### src/rtl/alu_seq_pkg.sv
// alu_seq_pkg: shared definitions for the sequential ALU responder.
//   WIDTH_DEF  default operand/result width
//   OP_*       3-bit opcode encodings (same as the combinational ALU)
//   state_t    responder FSM states
package alu_seq_pkg;

   localparam int WIDTH_DEF = 16;

   localparam logic [2:0] OP_ROL = 3'b000;
   localparam logic [2:0] OP_SLL = 3'b001;
   localparam logic [2:0] OP_SRA = 3'b010;
   localparam logic [2:0] OP_SRL = 3'b011;
   localparam logic [2:0] OP_ADD = 3'b100;
   localparam logic [2:0] OP_SUB = 3'b101;
   localparam logic [2:0] OP_XOR = 3'b110;
   localparam logic [2:0] OP_AND = 3'b111;

   typedef enum logic [1:0] {
      IDLE  = 2'd0,
      SHIFT = 2'd1,
      DONE  = 2'd2
   } state_t;

endpackage

### src/rtl/alu_seq_step.sv
// alu_seq_step: combinational single-bit rotate/shift step.
//   op   [1:0]  00 rotate left, 01 shift left logical,
//               10 shift right arithmetic, 11 shift right logical
//   din  [W]    value before the step
//   dout [W]    value after one bit of movement
module alu_seq_step
   import alu_seq_pkg::*;
#(
   parameter int WIDTH = WIDTH_DEF
) (
   input  logic [1:0]       op,
   input  logic [WIDTH-1:0] din,
   output logic [WIDTH-1:0] dout
);

   always_comb begin
      case (op)
         2'b00:   dout = {din[WIDTH-2:0], din[WIDTH-1]};
         2'b01:   dout = {din[WIDTH-2:0], 1'b0};
         2'b10:   dout = {din[WIDTH-1], din[WIDTH-1:1]};
         default: dout = {1'b0, din[WIDTH-1:1]};
      endcase
   end

endmodule

### src/rtl/alu_seq_resp.sv
// alu_seq_resp: sequential ALU responder with valid/ready request and
// response handshakes. Add/sub/xor/and complete in one cycle; shifts and
// rotates move one bit per cycle unless ALU_SEQ_FAST_SHIFT_EN is defined,
// in which case a 4-stage barrel shifter gives every op the 1-cycle path.
// Ports:
//   clk, rst                 clock, asynchronous active-high reset
//   req_valid / req_ready    request handshake
//   A, B, Op, Cin            operands (pre-inversion), opcode, carry-in
//   invA, invB, sign         operand inversion, signed-overflow select
//   rsp_valid / rsp_ready    response handshake
//   Out, Ofl, Z, N           registered result and flags
module alu_seq_resp
   import alu_seq_pkg::*;
#(
   parameter int WIDTH = WIDTH_DEF
) (
   input  logic             clk,
   input  logic             rst,
   input  logic             req_valid,
   output logic             req_ready,
   input  logic [WIDTH-1:0] A,
   input  logic [WIDTH-1:0] B,
   input  logic [2:0]       Op,
   input  logic             Cin,
   input  logic             invA,
   input  logic             invB,
   input  logic             sign,
   output logic             rsp_valid,
   input  logic             rsp_ready,
   output logic [WIDTH-1:0] Out,
   output logic             Ofl,
   output logic             Z,
   output logic             N
);

   state_t           state;
   logic [WIDTH-1:0] a_in, b_in, addend, imm_out;
   logic [WIDTH:0]   sum;
   logic [3:0]       k_in;
   logic             req_fire, carry_in, c_top, c_msb, imm_ofl;

   assign a_in      = invA ? ~A : A;
   assign b_in      = invB ? ~B : B;
   assign k_in      = b_in[3:0];
   assign req_ready = (state == IDLE) & ~rst;
   assign req_fire  = req_valid & req_ready;

   // Subtract is a + ~b + 1 so Ofl with sign=0 reads as "no borrow".
   assign addend   = (Op == OP_SUB) ? ~b_in : b_in;
   assign carry_in = (Op == OP_SUB) ? 1'b1 : Cin;
   assign sum      = {1'b0, a_in} + {1'b0, addend} + {{WIDTH{1'b0}}, carry_in};
   assign c_top    = sum[WIDTH];
   // Carry into the MSB recovered from the MSB sum bit.
   assign c_msb    = a_in[WIDTH-1] ^ addend[WIDTH-1] ^ sum[WIDTH-1];

`ifdef ALU_SEQ_FAST_SHIFT_EN
   logic [WIDTH-1:0] sh_fast;

   // Cascade of shift-by-2^i stages, each enabled by bit i of k.
   always_comb begin
      sh_fast = a_in;
      for (int i = 0; i < 4; i++) begin
         if (k_in[i]) begin
            case (Op[1:0])
               2'b00:   sh_fast = (sh_fast << (1 << i)) | (sh_fast >> (WIDTH - (1 << i)));
               2'b01:   sh_fast = sh_fast << (1 << i);
               2'b10:   sh_fast = $signed(sh_fast) >>> (1 << i);
               default: sh_fast = sh_fast >> (1 << i);
            endcase
         end
      end
   end
`else
   logic [WIDTH-1:0] work_q, step_out;
   logic [1:0]       op_q;
   logic [3:0]       count;

   alu_seq_step #(.WIDTH(WIDTH)) u_step (
      .op   (op_q),
      .din  (work_q),
      .dout (step_out)
   );
`endif

   // Result for everything that completes straight from IDLE.
   always_comb begin
      imm_out = '0;
      imm_ofl = 1'b0;
      case (Op)
         OP_ADD, OP_SUB: begin
            imm_out = sum[WIDTH-1:0];
            imm_ofl = sign ? (c_top ^ c_msb) : c_top;
         end
         OP_XOR: imm_out = a_in ^ b_in;
         OP_AND: imm_out = a_in & b_in;
`ifdef ALU_SEQ_FAST_SHIFT_EN
         default: imm_out = sh_fast;
`else
         // Only reached for k = 0 shifts: value passes through unchanged.
         default: imm_out = a_in;
`endif
      endcase
   end

   always_ff @(posedge clk or posedge rst) begin
      if (rst) begin
         state     <= IDLE;
         rsp_valid <= 1'b0;
         Out       <= '0;
         Ofl       <= 1'b0;
         Z         <= 1'b0;
         N         <= 1'b0;
`ifndef ALU_SEQ_FAST_SHIFT_EN
         count     <= '0;
         work_q    <= '0;
         op_q      <= '0;
`endif
      end else begin
         case (state)
            IDLE: begin
               if (req_fire) begin
`ifndef ALU_SEQ_FAST_SHIFT_EN
                  if (!Op[2] && k_in != 4'd0) begin
                     state  <= SHIFT;
                     count  <= k_in;
                     work_q <= a_in;
                     op_q   <= Op[1:0];
                  end else
`endif
                  begin
                     state     <= DONE;
                     rsp_valid <= 1'b1;
                     Out       <= imm_out;
                     Ofl       <= imm_ofl;
                     Z         <= (imm_out == '0);
                     N         <= imm_out[WIDTH-1];
                  end
               end
            end
`ifndef ALU_SEQ_FAST_SHIFT_EN
            SHIFT: begin
               work_q <= step_out;
               count  <= count - 4'd1;
               if (count == 4'd1) begin
                  state     <= DONE;
                  rsp_valid <= 1'b1;
                  Out       <= step_out;
                  Ofl       <= 1'b0;
                  Z         <= (step_out == '0);
                  N         <= step_out[WIDTH-1];
               end
            end
`endif
            DONE: begin
               if (rsp_ready) begin
                  state     <= IDLE;
                  rsp_valid <= 1'b0;
               end
            end
            default: state <= IDLE;
         endcase
      end
   end

endmodule

### config.mk
export PLATFORM = sky130hd
export DESIGN_NAME = alu_seq_resp
export DESIGN_NICKNAME = d
export VERILOG_FILES = /design/src/rtl/alu_seq_pkg.sv /design/src/rtl/alu_seq_step.sv /design/src/rtl/alu_seq_resp.sv
export SDC_FILE = /design/constraint.sdc
export NUM_CORES = 1
export LEC_CHECK = 0
export ABC_AREA = 1
export BUFFER_PORTS_ARGS = -buffer_cell sky130_fd_sc_hd__clkbuf_2
export CAP_MARGIN = 20
export CORE_MARGIN = 10
export CORE_UTILIZATION = 40
export DETAILED_ROUTE_END_ITERATION = 12
export GPL_TIMING_DRIVEN = 0
export PLACE_DENSITY = 0.62
export RECOVER_POWER = 100
export SLEW_MARGIN = 20
export SYNTH_ARGS = -nofsm -noshare
export SYNTH_HDL_FRONTEND = slang
export SYNTH_SLANG_ARGS = --single-unit
### constraint.sdc
create_clock -name clk -period 2.1 [get_ports clk]
set_input_delay 0 -clock clk [delete_from_list [all_inputs] [get_ports clk]]
set_output_delay 0 -clock clk [all_outputs]
set_load 0.005 [all_outputs]
Word-level counts from Yosys, hierarchy flattened. Index checks and enable logic that the tools add are counted.

Register bits: 44. Input port bits: 43. Word-level logic and storage cells: 92.

Multiplexer cells: 40. Eq/ne operators: 14. $add $sub $neg: 3. Reduce and logical (&&, ||, !) cells: 15. Bitwise operators: 11.

Operator list (number): $mux 16 (8); $pmux 16 s3 (2); $pmux 16 s2 (2); $not 16->16 (3); $logic_not 16->1 (2); $add 16x16->17 (1); $add 17x1->17 (1); $and 16x16->16 (1); $mux 1 (16); $xor 16x16->16 (1); $eq 3x3->1 const B (4); $reduce_and 3->1 (3); $mux 2 (4); $mux 4 (2); $ne 2x2->1 const B (4); $pmux 4 s2 (1); $pmux 1 s2 (3); $pmux 2 s3 (1); $reduce_and 5->1 (1); $eq 2x1->1 const B (2); $eq 2x2->1 const B (2); $eq 4x1->1 const B (1); $logic_not 2->1 (2); $reduce_and 4->1 (1); 12 further kinds (15).

Depth between registers and ports, before layout.
Depth in word-level cells: 13. Depth in mapped cells: 21. Depth with buffers taken out: 20.

Cells and area by module. From an unflattened synthesis, not the netlist that was laid out.

Cell total of the unflattened synthesis: 675. Area total of the unflattened synthesis: 4561.9 um^2.

By module, submodules not included: alu_seq_resp (times used 1, cells an instance 623, area an instance 4320.4 um^2, sequential area each 1076.0 um^2); alu_seq_step (times used 1, cells an instance 52, area an instance 241.5 um^2, sequential area each 0.0 um^2).

Least setup slack after synthesis. OpenSTA, ideal clock, no wires.

Kind: input-to-reg. Start: in Op[2]. End: reg Z. Path buffers: 2. Slack: -401 ps. Stages: 19. Library setup time: 77 ps. Arrival time: 2423 ps. Required time: 2023 ps. Cell sequence: buf_6 -> nand3_1 -> buf_2 -> nand2_1 -> fa_1 -> inv_1 -> fa_1 -> inv_1 -> nand2_1 -> nand2_1 -> nand3_1 -> nand2_1 -> a21oi_1 -> nand2_1 -> nand3_1 -> nand2_1 -> nor2_1 -> nand3_1 -> a21oi_1.

Cells in the longest elaborated chain, start to end: 9. Elaborated cells between the ends (all ways): 18. Classes of those cells: add/sub (2); eq/ne (5); mux (6); reduce/logical (5).

Ends and longest elaborated chain: start, declared (line alu_seq_resp.sv:23) `input logic [2:0] Op,`; $eq 3x3->1 (line alu_seq_resp.sv:49, alu_seq_resp.sv:50, alu_seq_resp.sv:89); $mux 16 (line alu_seq_resp.sv:49) `assign addend = (Op == OP_SUB) ? ~b_in : b_in;`; $add 16x16->17 (line alu_seq_resp.sv:51) `assign sum = {1'b0, a_in} + {1'b0, addend} + {{WIDTH{1'b0}}, carry_in};`; $add 17x1->17 (line alu_seq_resp.sv:51); $pmux 16 s3 (line alu_seq_resp.sv:89) `case (Op)`; $logic_not 16->1 (line alu_seq_resp.sv:135) `Z <= (imm_out == '0);`; $mux 1 (line alu_seq_resp.sv:123) `if (!Op[2] && k_in != 4'd0) begin`; $mux 1 (line alu_seq_resp.sv:121) `if (req_fire) begin`; $pmux 1 s2 (line alu_seq_resp.sv:119) `case (state)`; end signal, assigned (line alu_seq_resp.sv:135); end signal, assigned (line alu_seq_resp.sv:149) `Z <= (step_out == '0);`; end, declared (line alu_seq_resp.sv:32) `output logic Z,`.

Parallel ways exist; a longest one is shown, timed or not. The select of a mux whose other input is x is not followed. A chain may end at the register's enable or synchronous reset.

Final worst setup path.
Start: in Op[1]. End: reg Z.

Cells in the longest elaborated chain, start to end: 9. Elaborated cells between the ends (all ways): 14. Classes of those cells: add/sub (2); eq/ne (4); mux (6); reduce/logical (2).

Ends and longest elaborated chain (line): $eq 3x3->1 (alu_seq_resp.sv:49, alu_seq_resp.sv:50, alu_seq_resp.sv:89); $mux 16 (alu_seq_resp.sv:49); $add 16x16->17 (alu_seq_resp.sv:51); $add 17x1->17 (alu_seq_resp.sv:51); $pmux 16 s3 (*) (alu_seq_resp.sv:89); $logic_not 16->1 (*) (alu_seq_resp.sv:135); $mux 1 (*) (alu_seq_resp.sv:123); $mux 1 (*) (alu_seq_resp.sv:121); $pmux 1 s2 (*) (alu_seq_resp.sv:119).

Mark *: on every way between the ends. The rest lies on a longest branch, timed or not. The select of a mux whose other input is x is not followed.

==> impl_metrics.env <==
export IMPL_status="finished clean"
export IMPL_synth_sequential_area_ratio_pct=24.0
export IMPL_synth_top_family_by_area="simple AND/OR/NAND/NOR gates"
export IMPL_drive_gt1_share_pct=29.4
export IMPL_drt_pass1_iter_count=5
export IMPL_fin_skew_ps=6.53
export IMPL_cts_htree_levels=2
export IMPL_rrSetupSlack_ps=130
export IMPL_hold_depth=3
export IMPL_clk_latency_ps=310
export IMPL_final_common_cell="nand2_1"
export IMPL_worstMarginPinSlew_ps=806
export IMPL_wl_per_cell_um=16.1
export IMPL_synthFlopType="dfrtp_1"
export IMPL_num_rows=38
export IMPL_path_clk_slew_ps=80
export IMPL_worst_setup_path_end_kind="register"
export IMPL_hp_class="input pin to register"
export IMPL_dp_cells=853
export IMPL_die_area_mm2=0.0158
export IMPL_synthArstFlopShare_pct=100
export IMPL_io_pins=64
export IMPL_cp_arrival_ps=2340
export IMPL_drcViolationCount=0
export IMPL_peakVddDrop_uv=499
export IMPL_rr_worst_depth=11
export IMPL_post_dp_hpwl_mm=11.5
export IMPL_grt_pass1_wl_mm=23.0
export IMPL_yosysWarnings=0
export IMPL_maxSlewHeadroom_pct=46.2
export IMPL_clockBufferDepth=2
export IMPL_maxSlewViolCount=0
export IMPL_hold_end="op_q[0]"
export IMPL_period_minus_slack_ps=2100
export IMPL_grt_max_degree=23
export IMPL_grt_overflow_total=0
export IMPL_nFillCells=1034
export IMPL_cap_violations=0
export IMPL_mostFrequentLayoutCells="175 x nand2_1, 84 x inv_1, 43 x dfrtp_1"
export IMPL_cts_buffers_inserted=5
export IMPL_fin_nets=828
export IMPL_hp_start="Op[0]"
export IMPL_synthXorXnorAreaFrac_pct=10.5
export IMPL_routabilityCongestion=0.875
export IMPL_crit_path_start_kind="input pin"
export IMPL_io_buffers=60
export IMPL_fin_crit_sh_pct=99.9
export IMPL_fin_hold_ws_ps=17.3
export IMPL_synth_mux_area_share_pct=0
export IMPL_ys_types=46
export IMPL_grt_pass1_vias=4509
export IMPL_synth_nets=730
export IMPL_ant_nets=0
export IMPL_die_y_um=126
export IMPL_die_w_um=126
export IMPL_grt_use_total_pct=17.5
export IMPL_synth_fa_ha_area_share_pct=10.1
export IMPL_clock_root_buffer="clkbuf_8"
export IMPL_synth_simple_area_share_pct=29.4
export IMPL_antenna_found_initial=0
export IMPL_leakage_uw=0.00302
export IMPL_avgSynthCellArea_um2=6.87
export IMPL_synth_compound_area_share_pct=14.7
export IMPL_worst_ep_required_time_ps=2340
export IMPL_rsz0062_at_grt="true"
export IMPL_max_clock_freq_ghz=0.477
export IMPL_r2r_start="state[1]"
export IMPL_power_density_mw_per_mm2=938
export IMPL_vias_per_cell=5.18
export IMPL_cts_tree="done"
export IMPL_final_cells=891
export IMPL_r2r_end="Z"
export IMPL_synthToLayoutAreaGrowth_pct=34.6
export IMPL_synth_edf_count=0
export IMPL_initial_utilization_pct=41.2
export IMPL_vias=4618
export IMPL_cts_sink_count=43
export IMPL_cp_max_fo=6
export IMPL_synth_seq_cells=43
export IMPL_syn_area_mm2=0.00448
export IMPL_drt_iter0_drc=346
export IMPL_hold_viol_final=0
export IMPL_n_antenna_cell=0
export IMPL_totalWireLength_mm=14.4
export IMPL_postSynthCellCount=652
export IMPL_coreArea_mm2=0.0109
export IMPL_setup_viol=0
export IMPL_crit_type="input pin to register"
-- repair_timing --
item                                   4_1_cts  5_1_grt
setup endpoints to repair                    8       12
pin swaps                                   24       40
endpoints found under the hold margin       23        0
setup buffers                               14       14
gates resized for setup                     42      104
hold buffers                                 2        0
gates cloned                                 0        0
-- stage by stage --
stage	setup TNS (ps)	power (uW)	util, %	cell area, um2	setup WS, ps
finish	0	5660	55.4	6030	2.82
global route	-523	6190	55.4	6030	-116
CTS	-97.7	5360	50.4	5490	-69.6
detailed placement	-6180	4630	46.3	5040	-750
global placement	-5590	4540	46.0	5010	-690
floorplan	-18.9	3680	-	4540	-18.9
-- cells by family (layout without fill, tap and decap cells) --
kind of cell | after synthesis | count (layout)
buffers and inverters | 116 | 215
XOR/XNOR | 47 | 47
adder cells (fa/ha/maj) | 35 | 35
flip-flops | 43 | 43
AND/OR/NAND/NOR | 309 | 309
AO/OA/AOI/OAI | 102 | 102
-- per-layer routing --
| metal | up-vias | GRT usage, % | routed length (um) |
|---|---|---|---|
| li1 | 2299 | - | - |
| met1 | 2180 | 22.5 | 6260 |
| met2 | 123 | 30.1 | 7220 |
| met3 | 16 | 1.93 | 680 |
| met4 | 0 | 4.89 | 237 |
| met5 | - | 0 | 0 |
-- state kept, by name (all words and copies together) (netlist names) --
register   count
Out           16
work_q        16
count          4
op_q           2
state          2
Ofl            1
Z              1
rsp_valid      1
-- worst max-delay path, cell delays in order --
cell and delay, ps:
clkbuf_16 130, inv_8 50, nand3_4 130, buf_12 190, nand2_4 50, fa_2 210
inv_2 40, fa_2 350, inv_2 70, nand2_2 70, nand2_4 100, nand3_2 80
nand2_2 90, nand2_1 70, nand3_2 80, nand2_2 70, nor2_2 120, nand3_2 90
nor2_2 120, nand3_2 100, a21oi_2 120
-- area by class of cell --
cell class                 count  area (um2)  area share (%)
multi-input combinational    493        3570            59.2
buffer                        23         205            3.40
clock buffer                   8         100            1.66
tap                          140         175            2.90
inverter                      93         357            5.91
timing repair buffer          91         548            9.09
sequential                    43        1080            17.8
-- synth_stat cells (2+ instances only) --
cell type	count	share of area, %
buf_4	4	0.67
o211ai_1	10	1.7
xnor2_4	2	1.2
o21ai_2	3	0.59
xor2_1	21	4.1
a21boi_0	9	1.5
or2_2	6	0.84
a22o_1	3	0.59
fa_1	2	0.89
nand3b_1	4	0.67
inv_1	90	7.5
dfrtp_1	43	24
and2_1	2	0.28
o221ai_1	8	1.6
nor3_1	6	0.67
nand3_1	41	4.6
ha_1	33	9.2
a221oi_1	4	0.78
buf_2	6	0.67
nand4_1	7	0.98
clkbuf_1	7	0.59
xnor2_1	21	4.1
nand2_1	202	17
xnor2_2	3	1.1
buf_6	6	1.5
nor2_1	34	2.8
o21a_1	2	0.34
a21oi_1	24	2.7
inv_2	3	0.25
o21ai_0	27	3.0
nor3_2	2	0.45
o21ai_1	2	0.22
o31ai_1	2	0.34
-- power by group --
part           leakage (uW)  internal (uW)  switching, uW
clock             0.0000515            300            289
combinational       0.00244           1410           2170
sequential         0.000533           1230            258
-- worst max path at each step --
stage	end	from	slack, ps
floorplan	Z	invB	-20
finish	Z	Op[1]	3
detailed placement	Ofl	invA	-750
CTS	Ofl	Op[1]	-70
global route	Ofl	Op[1]	-120
global placement	Ofl	invA	-690
(Power assumes the default switching activity.)
